## config.mk

```make
export PLATFORM = sky130hd
export DESIGN_NAME = bw_clk_gclk_stop_seq
export DESIGN_NICKNAME = d
export VERILOG_FILES = /design/src/rtl/bw_clk_gclk_stop_seq.sv
export SDC_FILE = /design/constraint.sdc
export NUM_CORES = 1
export LEC_CHECK = 0
export BUFFER_PORTS_ARGS = -buffer_cell sky130_fd_sc_hd__buf_2
export CORE_MARGIN = 8
export CORE_UTILIZATION = 48
export DETAILED_ROUTE_END_ITERATION = 10
export GPL_TIMING_DRIVEN = 0
export PLACE_DENSITY = 0.74
export SLEW_MARGIN = 20
export SYNTH_ARGS = -nofsm -noshare
export SYNTH_HDL_FRONTEND = slang
export SYNTH_SLANG_ARGS = --single-unit
export TNS_END_PERCENT = 30
```

## constraint.sdc

```tcl
create_clock -name rclk -period 4.4 [get_ports rclk]
set_input_delay 0.88 -clock rclk [delete_from_list [all_inputs] [get_ports rclk]]
set_output_delay 0.88 -clock rclk [all_outputs]
set_load 0.005 [all_outputs]
```

## src/rtl/bw_clk_gclk_stop_seq.sv

```systemverilog
// Global-clock stop/start/step sequencer: walks the cluster clock between
// running, stopped and debug-burst modes and drives a registered gate enable.
module bw_clk_gclk_stop_seq #(
    parameter int DLY_W = 4
) (
    input  logic             rclk,
    input  logic             reset,
    input  logic             stop_req,
    input  logic             start_req,
    input  logic             step_req,
    input  logic [DLY_W-1:0] stop_dly,
    input  logic [DLY_W-1:0] start_dly,
    input  logic [DLY_W-1:0] step_len,
    output logic             clk_en,
    output logic             clk_stopped,
    output logic             seq_busy,
    output logic             seq_done
);

    localparam logic [2:0] RUN        = 3'd0;
    localparam logic [2:0] STOP_WAIT  = 3'd1;
    localparam logic [2:0] STOPPED    = 3'd2;
    localparam logic [2:0] START_WAIT = 3'd3;
    localparam logic [2:0] STEP       = 3'd4;

    localparam logic [DLY_W-1:0] CNT_ONE = {{(DLY_W-1){1'b0}}, 1'b1};

    logic [2:0]       state;
    logic [2:0]       state_nxt;
    logic [DLY_W-1:0] cnt;
    logic [DLY_W-1:0] cnt_nxt;
    logic             done_pend;
    logic             done_nxt;

    // NOTE: every variable gets a default before the case so no path can
    // leave it unassigned, which would otherwise infer a latch.
    always_comb begin
        state_nxt = state;
        cnt_nxt   = cnt;
        done_nxt  = 1'b0;
        case (state)
            RUN: begin
                if (stop_req) begin
                    state_nxt = STOP_WAIT;
                    cnt_nxt   = stop_dly;
                end
            end
            STOP_WAIT: begin
                if (start_req) begin
                    state_nxt = RUN;
                    cnt_nxt   = '0;
                end else if (cnt == '0) begin
                    state_nxt = STOPPED;
                    done_nxt  = 1'b1;
                end else begin
                    cnt_nxt = cnt - CNT_ONE;
                end
            end
            STOPPED: begin
                // Restart outranks a step burst when both arrive together.
                if (start_req) begin
                    state_nxt = START_WAIT;
                    cnt_nxt   = start_dly;
                end else if (step_req) begin
                    state_nxt = STEP;
                    cnt_nxt   = step_len;
                end
            end
            START_WAIT: begin
                if (stop_req) begin
                    state_nxt = STOPPED;
                    cnt_nxt   = '0;
                end else if (cnt == '0) begin
                    state_nxt = RUN;
                    done_nxt  = 1'b1;
                end else begin
                    cnt_nxt = cnt - CNT_ONE;
                end
            end
            STEP: begin
                if (cnt == '0) begin
                    state_nxt = STOPPED;
                    done_nxt  = 1'b1;
                end else begin
                    cnt_nxt = cnt - CNT_ONE;
                end
            end
            default: begin
                state_nxt = RUN;
                cnt_nxt   = '0;
            end
        endcase
    end

    // NOTE: sequential state uses non-blocking assignments so every flop
    // samples pre-edge values regardless of statement order.
    always_ff @(posedge rclk) begin
        if (reset) begin
            state       <= RUN;
            cnt         <= '0;
            done_pend   <= 1'b0;
            clk_en      <= 1'b1;
            clk_stopped <= 1'b0;
            seq_busy    <= 1'b0;
            seq_done    <= 1'b0;
        end else begin
            state       <= state_nxt;
            cnt         <= cnt_nxt;
            done_pend   <= done_nxt;
            // Outputs decode the settled state one edge later: pure flops,
            // no input reaches clk_en combinationally.
            clk_en      <= (state == RUN) || (state == STOP_WAIT) || (state == STEP);
            clk_stopped <= (state == STOPPED);
            seq_busy    <= (state == STOP_WAIT) || (state == START_WAIT) || (state == STEP);
            seq_done    <= done_pend;
        end
    end

endmodule

```

==> run metrics, run 1 <==
final WL about 1900 um; root cell of the clock tree clkbuf_4; Worst EP arrival between 2 and 2.5 ns; Layout Utilization between 60% and 70%; period utilization 43.0%; Final WS setup between 2 and 3 ns; initial antenna violation count 0; I/O Buffers 19; WL/cell ~15 um; worst min-delay path startpoint done_pend; Antenna Nets Post-Route 0; DRC errors left 0; dpl cells between 100 and 150; Critical Path, Cell by Cell inv_1 > ha_1 > nor3b_1 > a21oi_1 > o32a_1 > nor2_1; r2r setup slk ~2.5 ns; clock latency at the later pin of the worst-skew pair about 0.28 ns; Worst Setup Start Kind flop; Clock Sinks 12; layout cells sized above 1 between 30% and 40%; Detail Placement HPWL around 1400 um; die footprint approximately 3200 um^2; Post-CTS Hold Buffers 0; Int Pwr roughly 0.24 mW; ant diodes 0; Clk pwr share between 20% and 30%; vias in the first global route around 700; Clock Pin Slew Worst Setup and Hold Paths around 0.090 ns; slew at the pin closest to its max-slew limit ~0.63 ns; via-per-instance ratio 5.77; fmax 529 MHz; Synth cell types 35; fin cells roughly 130; most common cell after layout, fill and taps aside buf_2; combined area of the multi-input logic cells between 400 and 500 um^2; power density cells about 390 nW/um^2; Comb pwr share around 40%; Gate Count Post-Synth 87; sw power around 0.13 mW; first-pass GRT wire length roughly 3100 um; slew margin rel. approximately 58%; hold depth 1; via count between 700 and 800; CTS tree built; layout filler cell count 145; hold endpoint seq_done; slowest CP cell nor3b_1; design area ~940 um^2; Core Footprint about 1500 um^2; Reg2Reg Launch Point cnt[0]; Seq pwr share between 30% and 40%; Clock Skew 0.0110 ns; commonest cells after routing, fill and taps aside buf_2 (20), dfxtp_1 (12), nor2_1 (9); Post-Place Cell Area approximately 900 um^2; I/O pin total 21; Clock Path Buffers 2; pre-CTS setup slack 2.26 ns; WHS 0.456 ns; register area 240 um^2; mapped cell area between 700 and 800 um^2; H-tree depth 1; Avg Cell Area, Syn approximately 9.0 um^2; Reg2Reg Depth 6; drt pass-1 iters 4; Initial Utilization between 50 and 60%; slowest stage delay, CP roughly 0.56 ns; Die Y between 50 and 60 um; 1st-iter DRT viols 14; CTS buffer count 3; CP Data Required Time 4.61 ns; nets around 130; RR Endpoint state[1]; #FFs+latches synth 12; Crit Path Max Fanout 5; YS warnings 0; static leakage ~0.4 nW; CP Capture Type flop; Max-Cap Viols 0; final hold vios 0; Area Overhead vs Synth 19.2%; fin. max-slew vios 0; Gates resized, CTS repair 0; outcome finished, final reports clean; overall routing resource usage a little under an eighth; total design power roughly 0.37 mW; VDD IR max between 0.2 and 0.3 mV; largest net degree at the start of global routing 11; row count 14; setup violators final 0; post-synth net total about 110; grt ovf 0; die width about 56 um; Seq/Total Area, Yosys 30.5%; critical path class reg -> reg; min Tclk post-route between 1.5 and 2 ns; RSZ-0062 raised after global routing false; Tightest Hold Check Type reg -> reg; Setup Buffers After CTS 0; Final GP Congestion between 0.8 and 0.9; switching portion of total power roughly 34%; setup TNS 0 ns
==> power by group through the flow <==
stage / clock network (mW) / registers (mW) / logic (mW)
finish: 0.0898 / 0.133 / 0.145
detailed placement: 0 / 0.135 / 0.142
CTS: 0.0909 / 0.133 / 0.144
floorplan: 0 / 0.133 / 0.110
global route: 0.0961 / 0.135 / 0.157
global placement: 0 / 0.135 / 0.139
==> kinds of logic (layout without fill, tap and decap cells) <==
logic type	after synthesis	count (layout)	synth area share (%)
compound gates	25	25	24.8
fa+ha+maj	1	1	1.59
buf+inv	9	32	8.58
flops	12	12	30.5
mux	9	9	11.8
simple gates	31	31	22.7
==> sequential cells by signal, summed over array words and instances, names as in the netlist <==
name,flops
clk_en,1
clk_stopped,1
cnt,4
done_pend,1
seq_busy,1
seq_done,1
state,3
==> cell type report <==
type	instances	share of cell area [%]
buffer	6	6.00
clock buffer	4	3.87
inverter	3	1.20
multi-input combinational	66	51.1
sequential	12	25.6
tap	16	2.13
timing repair buffer	19	10.1
==> worst max-delay path by stage <==
stage | from | end | depth (start not counted)
after floorplan | start_req | cnt[0] | 5
after global placement | start_req | cnt[0] | 5
after detailed placement | start_req | cnt[0] | 5
after CTS | start_req | cnt[0] | 5
after global routing | cnt[0] | state[1] | 6
final | cnt[0] | state[1] | 6
==> layer usage <==
layer | GRT usage, % | share of wire, % | up-vias
met2 | 20.1 | 48 | 19
met3 | 4.27 | 5.6 | 4
met4 | 7.22 | 1.7 | 0
met1 | 12.4 | 45 | 340
li1 | - | - | 364
met5 | 0 | 0 | -
==> synthesized netlist by cell type <==
library cell  number  area, um^2
or3b_1             1        8.76
nand2_1            5        18.8
a2111oi_4          1        27.5
a2bb2oi_1          1        8.76
o21ai_0            4        20.0
a32oi_1            2        17.5
or3b_2             1        8.76
or3_1              1        6.26
o32a_1             1        10.0
mux2i_1            7        70.1
o22ai_2            1        12.5
or3b_4             2        22.5
and2b_2            1        8.76
a22oi_1            4        30.0
nor3b_1            1        7.51
nor3_1             3        15.0
nor2b_1            2        12.5
o21bai_1           1        7.51
a21oi_1            8        40.0
or2_2              1        6.26
mux2_2             2        22.5
or2b_2             1        8.76
clkbuf_1           1        3.75
or2_1              1        6.26
a31oi_2            1        12.5
clkbuf_8           1        13.8
buf_2              1        5.00
nor4b_1            1        8.76
dfxtp_1           12         240
ha_1               1        12.5
and3_1             1        6.26
buf_6              3        33.8
o21ai_2            1        8.76
nor2_1             9        33.8
inv_1              3        11.3
==> worst max-delay path: cells and delay by family, from the launching register on <==
kind | cells | cell delay, ns
buf+inv | 1 | 0.11
flops | 1 | 0.32
simple gates | 2 | 0.63
compound gates | 2 | 0.48
fa+ha+maj | 1 | 0.27
(Power assumes the default switching activity.)
==> inputs of run 2 (changes only) <==
--- a/config.mk
+++ b/config.mk
@@ -5,12 +5,13 @@
 export SDC_FILE = /design/constraint.sdc
 export NUM_CORES = 1
 export LEC_CHECK = 0
+export ABC_AREA = 1
 export BUFFER_PORTS_ARGS = -buffer_cell sky130_fd_sc_hd__buf_2
 export CORE_MARGIN = 8
-export CORE_UTILIZATION = 48
+export CORE_UTILIZATION = 45
 export DETAILED_ROUTE_END_ITERATION = 10
 export GPL_TIMING_DRIVEN = 0
-export PLACE_DENSITY = 0.74
+export PLACE_DENSITY = 0.73
 export SLEW_MARGIN = 20
 export SYNTH_ARGS = -nofsm -noshare
 export SYNTH_HDL_FRONTEND = slang
==> constraint.sdc (replaced) <==
create_clock -name rclk -period 1.6 [get_ports rclk]
set_input_delay 0.32 -clock rclk [delete_from_list [all_inputs] [get_ports rclk]]
set_output_delay 0.32 -clock rclk [all_outputs]
set_load 0.005 [all_outputs]
==> run metrics, run 2 <==
Seq/Total Area, Yosys 30.4%; Synth cell types 23; I/O pin total 21; nets between 150 and 200; pre-CTS setup slack 0.126 ns; Core Footprint 1690 um^2; Comb pwr share between 30% and 40%; r2r setup slk 0.16 ns; max reg flops 4; Crit Path Max Fanout 5; Reg2Reg Depth 8; CP Data Required Time around 1.8 ns; Synth Flop Type dfxtp_1; row count 15; clock latency at the later pin of the worst-skew pair between 0.2 and 0.3 ns; combined area of the multi-input logic cells 464 um^2; Gates resized, CTS repair 0; Detail Placement HPWL roughly 1500 um; post-synth net total between 150 and 200; fin cells about 170; final WL 1920 um; VDD IR max ~0.49 mV; cell taking the most area after synthesis dfxtp_1; via-per-instance ratio roughly 5.0; Worst Setup Start Kind flop; Biggest register cnt; root cell of the clock tree clkbuf_4; hold endpoint seq_busy; RSZ-0062 raised after global routing false; critical path class reg -> reg; slew margin rel. between 60 and 70%; switching portion of total power about two fifths; Area Overhead vs Synth 19.7%; WHS roughly 0.3 ns; post-synth top area share 30.4%; fin. max-slew vios 0; drt pass-1 iters 4; register area roughly 240 um^2; fmax between 600 and 700 MHz; Reg2Reg Launch Point cnt[0]; Worst EP arrival 1.65 ns; commonest cells after routing, fill and taps aside nand2_1 (57), buf_2 (20), inv_1 (14); die footprint ~3400 um^2; Layout Utilization 55.9%; initial antenna violation count 0; outcome finished, final reports clean; Setup Buffers After CTS 0; first-pass GRT wire length around 3300 um; asr flop ratio synth 0%; final hold vios 0; min Tclk post-route around 1.4 ns; largest net degree at the start of global routing 11; CP Capture Type flop; Initial Utilization 46.7%; Avg Cell Area, Syn approximately 5.9 um^2; worst min-delay path startpoint reset; Area contributors post-synth dfxtp_1 (30%), nand2_1 (27%), inv_1 (6.7%); grt ovf 0; Tightest Hold Check Type in -> reg; #FFs+latches synth 12; design area about 940 um^2; YS warnings 0; die width roughly 58 um; power density cells 1030 nW/um^2; Max-Cap Viols 0; Int Pwr roughly 0.61 mW; Clock Pin Slew Worst Setup and Hold Paths 0.08 ns; mapped cell area 790 um^2; Antenna Nets Post-Route 0; Post-Place Cell Area ~900 um^2; Final GP Congestion slightly above 0.9; DRC errors left 0; Final WS setup ~0.16 ns; setup violators final 0; via count a little under 900; slew at the pin closest to its max-slew limit approximately 0.45 ns; synth cell count leaders nand2_1 (57), inv_1 (14), nor2_1 (13); Die Y roughly 58 um; hold depth 3; dpl cells 170; Post-synth EDFFs 0; RR Endpoint state[2]; total design power around 0.98 mW; most common cell after layout, fill and taps aside nand2_1; CTS buffer count 3; Clock Skew 0.00497 ns; most numerous cell in the Yosys netlist nand2_1; setup TNS 0 ns; Seq pwr share a little over a third; 1st-iter DRT viols 22; layout filler cell count ~170; CTS tree built; period utilization 90.0%; I/O Buffers 19; sw power between 0.3 and 0.4 mW; Post-CTS Hold Buffers 0; ant diodes 0; vias in the first global route between 800 and 900; Clock Sinks 12; Clock Path Buffers 2; static leakage roughly 0.5 nW; WL/cell 11.0 um; Largest regs cnt x4, state x3; H-tree depth 1; Gate Count Post-Synth roughly 130; overall routing resource usage between 10% and 20%; Clk pwr share approximately a quarter; layout cells sized above 1 25.5%
[run 2: changes by cell type in the layout (fill, tap and decap cells not counted), moves of 4 or more]
cell     previous run  this run
nand2_1             5        57
inv_1               3        14
mux2i_1             7         0
nor2_2              0         5
a22oi_1             4         0
inv_2               0         4
[run 2: cell families (layout without fill, tap and decap cells)]
group	Yosys count	count (layout)	share of synthesized area (%)
buffers and inverters	21	44	11.1
and+or+nand+nor	88	88	49.1
AOI/OAI and AO/OA	12	12	7.76
DFF	12	12	30.4
adders and majority gates	1	1	1.58
[run 2: worst max path at each step]
stage                           to  slack (ns)  depth (start not counted)   start
after floorplan           state[2]        0.35                          8  cnt[0]
after global placement    state[2]        0.15                          8  cnt[0]
after detailed placement  state[2]        0.13                          8  cnt[0]
after CTS                 state[2]        0.05                          8  cnt[0]
after global routing      state[2]        0.06                          8  cnt[0]
final                     state[2]        0.16                          8  cnt[0]
[run 2: layout make-up]
cell class	count	area share [%]
buffer	3	2.12
clock buffer	4	3.84
inverter	18	7.15
multi-input combinational	101	49.1
sequential	12	25.4
tap	17	2.25
timing repair buffer	19	10.1
[run 2: metal layers]
layer  part of all wire (%)  routed length (um)  track usage, %  vias to the layer above
met3                    6.2                 119            2.21                        5
met4                    2.7                  51            7.34                        0
met5                      0                   0               0                        -
li1                       -                   -               -                      456
met1                     50                 949            15.1                      382
met2                     42                 796            18.9                       33
[run 2: worst max-delay path: stages, from the launching register on]
cell	delay [ns]
dfxtp_1	0.34
inv_1	0.08
ha_1	0.18
nand2_1	0.09
nor2_2	0.19
nor2_1	0.11
nor3_1	0.20
nand2_1	0.09
nor2_1	0.09
[run 2: power groups by stage]
stage                     Sequential (mW)  Combinational, mW  Clock (mW)
final                               0.358              0.373       0.246
after global routing                0.363              0.432       0.258
after CTS                           0.356              0.368       0.249
after global placement              0.362              0.357           0
after detailed placement            0.363              0.365           0
after floorplan                     0.360              0.280           0
==> inputs of run 3 (changes only) <==
--- a/config.mk
+++ b/config.mk
@@ -11,7 +11,7 @@
 export CORE_UTILIZATION = 45
 export DETAILED_ROUTE_END_ITERATION = 10
 export GPL_TIMING_DRIVEN = 0
-export PLACE_DENSITY = 0.73
+export PLACE_DENSITY = 0.81
 export SLEW_MARGIN = 20
 export SYNTH_ARGS = -nofsm -noshare
 export SYNTH_HDL_FRONTEND = slang
==> run metrics, run 3 (synthesis gave the netlist of run 2 again) <==
I/O pin total 21; Tightest Hold Check Type in -> reg; root cell of the clock tree clkbuf_4; grt ovf 0; most common cell after layout, fill and taps aside nand2_1; CP Data Required Time about 1.8 ns; WL/cell ~11 um; vias in the first global route slightly below 800; DRC errors left 0; Max-Cap Viols 0; slowest stage delay, CP 0.38 ns; commonest cells after routing, fill and taps aside nand2_1 (57), buf_2 (20), inv_1 (14); fmax 713 MHz; Reg2Reg Depth 8; final WL 1890 um; Critical Path, Cell by Cell nor2_2 > nand2_2 > inv_2 > nand2_2 > nand2_4 > nor2_4 > a21oi_1 > nor2_1; Core Footprint 1690 um^2; hold depth 3; Clock Pin Slew Worst Setup and Hold Paths 0.08 ns; slew at the pin closest to its max-slew limit between 0.4 and 0.5 ns; static leakage between 0.5 and 0.6 nW; Die Y slightly below 60 um; crit path buf inv count 1; largest net degree at the start of global routing 11; CP Capture Type flop; setup TNS 0 ns; min Tclk post-route around 1.4 ns; outcome finished, final reports clean; Worst Setup Start Kind flop; Clock Sinks 12; Biggest register cnt; hold endpoint seq_busy; Crit Path Max Fanout 7; Worst EP arrival 1.56 ns; power density cells about 1000 nW/um^2; Reg2Reg Launch Point state[0]; critical path class reg -> reg; Clock Path Buffers 2; via count between 800 and 900; CP top delay family simple AND/OR/NAND/NOR gates; nets between 150 and 200; clock latency at the later pin of the worst-skew pair around 0.28 ns; r2r setup slk approximately 0.2 ns; Initial Utilization a little under half; layout cells sized above 1 around a quarter; max reg flops 4; H-tree depth 1; die width slightly below 60 um; Detail Placement HPWL roughly 1500 um; final hold vios 0; Clock Skew about 0.0083 ns; row count 15; drt pass-1 iters 4; total design power between 0.9 and 1 mW; VDD IR max around 0.45 mV; first-pass GRT wire length 3120 um; initial antenna violation count 0; RSZ-0062 raised after global routing false; Area Overhead vs Synth 19.7%; die footprint ~3400 um^2; ant diodes 0; via-per-instance ratio 5.01; crit-path most repeated cell nand2_2; layout filler cell count 180; overall routing resource usage between 10% and 20%; 1st-iter DRT viols 28; Largest regs cnt x4, state x3; period utilization around 88%; Final GP Congestion roughly 0.86; CTS buffer count 3; setup violators final 0; RR Endpoint state[0]; slew margin rel. 70.5%; CTS tree built; slowest CP cell dfxtp_1; fin. max-slew vios 0; Antenna Nets Post-Route 0; I/O Buffers 19; worst min-delay path startpoint reset
## run 3: cell counts in the layout (fill, tap and decap cells not counted)
No cell type changed its count.
## run 3: worst max path at each step
stage | slack [ns] | startpoint | cells past startpoint | end
floorplan | 0.35 | cnt[0] | 8 | state[2]
global placement | 0.17 | cnt[0] | 8 | state[2]
detailed placement | 0.11 | cnt[0] | 8 | state[2]
CTS | 0.10 | cnt[0] | 8 | state[2]
global route | 0.04 | cnt[0] | 8 | state[2]
finish | 0.20 | state[0] | 8 | state[0]
## run 3: metrics by stage
stage	util [%]	instance area [um^2]	hold WS, ns	std cells	worst slack [ns]
after floorplan	-	790	0.388	134	0.351
final	55.9	945	0.311	174	0.198
after global routing	55.9	945	0.336	174	0.0433
after global placement	53.6	906	0.400	170	0.174
after CTS	55.8	942	0.308	174	0.101
after detailed placement	53.6	906	0.404	170	0.111
## run 3: final cells by class
| cell class | instances | area, um^2 | share of cell area, % |
|---|---|---|---|
| Buffer | 3 | 20.0 | 2.12 |
| Clock buffer | 4 | 36.3 | 3.84 |
| Inverter | 18 | 67.6 | 7.15 |
| Multi-Input combinational cell | 101 | 464 | 49.1 |
| Sequential cell | 12 | 240 | 25.4 |
| Tap cell | 17 | 21.3 | 2.25 |
| Timing Repair Buffer | 19 | 95.1 | 10.1 |
## run 3: worst register-to-register path: stages (launching register included)
cell     delay, ns
dfxtp_1       0.38
nor2_2        0.24
nand2_2       0.11
inv_2         0.09
nand2_2       0.06
nand2_4       0.12
nor2_4        0.06
a21oi_1       0.15
nor2_1        0.07
## run 3: per-layer routing
metal | GRT usage [%] | up-vias | share of wire, %
li1 | - | 460 | -
met1 | 13.9 | 366 | 45
met2 | 16.2 | 40 | 44
met3 | 3.09 | 5 | 7.0
met4 | 12.2 | 0 | 3.4
met5 | 0 | - | 0
## run 3: timing repair
action	4_1_cts	5_1_grt
hold buffers	0	0
setup buffers	0	0
setup endpoints to repair	0	5
resized for setup	0	1
## run 3: report_power, final
| part | switching, mW | internal, mW |
|---|---|---|
| Sequential | 0.0283 | 0.330 |
| Combinational | 0.233 | 0.137 |
| Clock | 0.106 | 0.138 |
| Total | 0.367 | 0.605 |
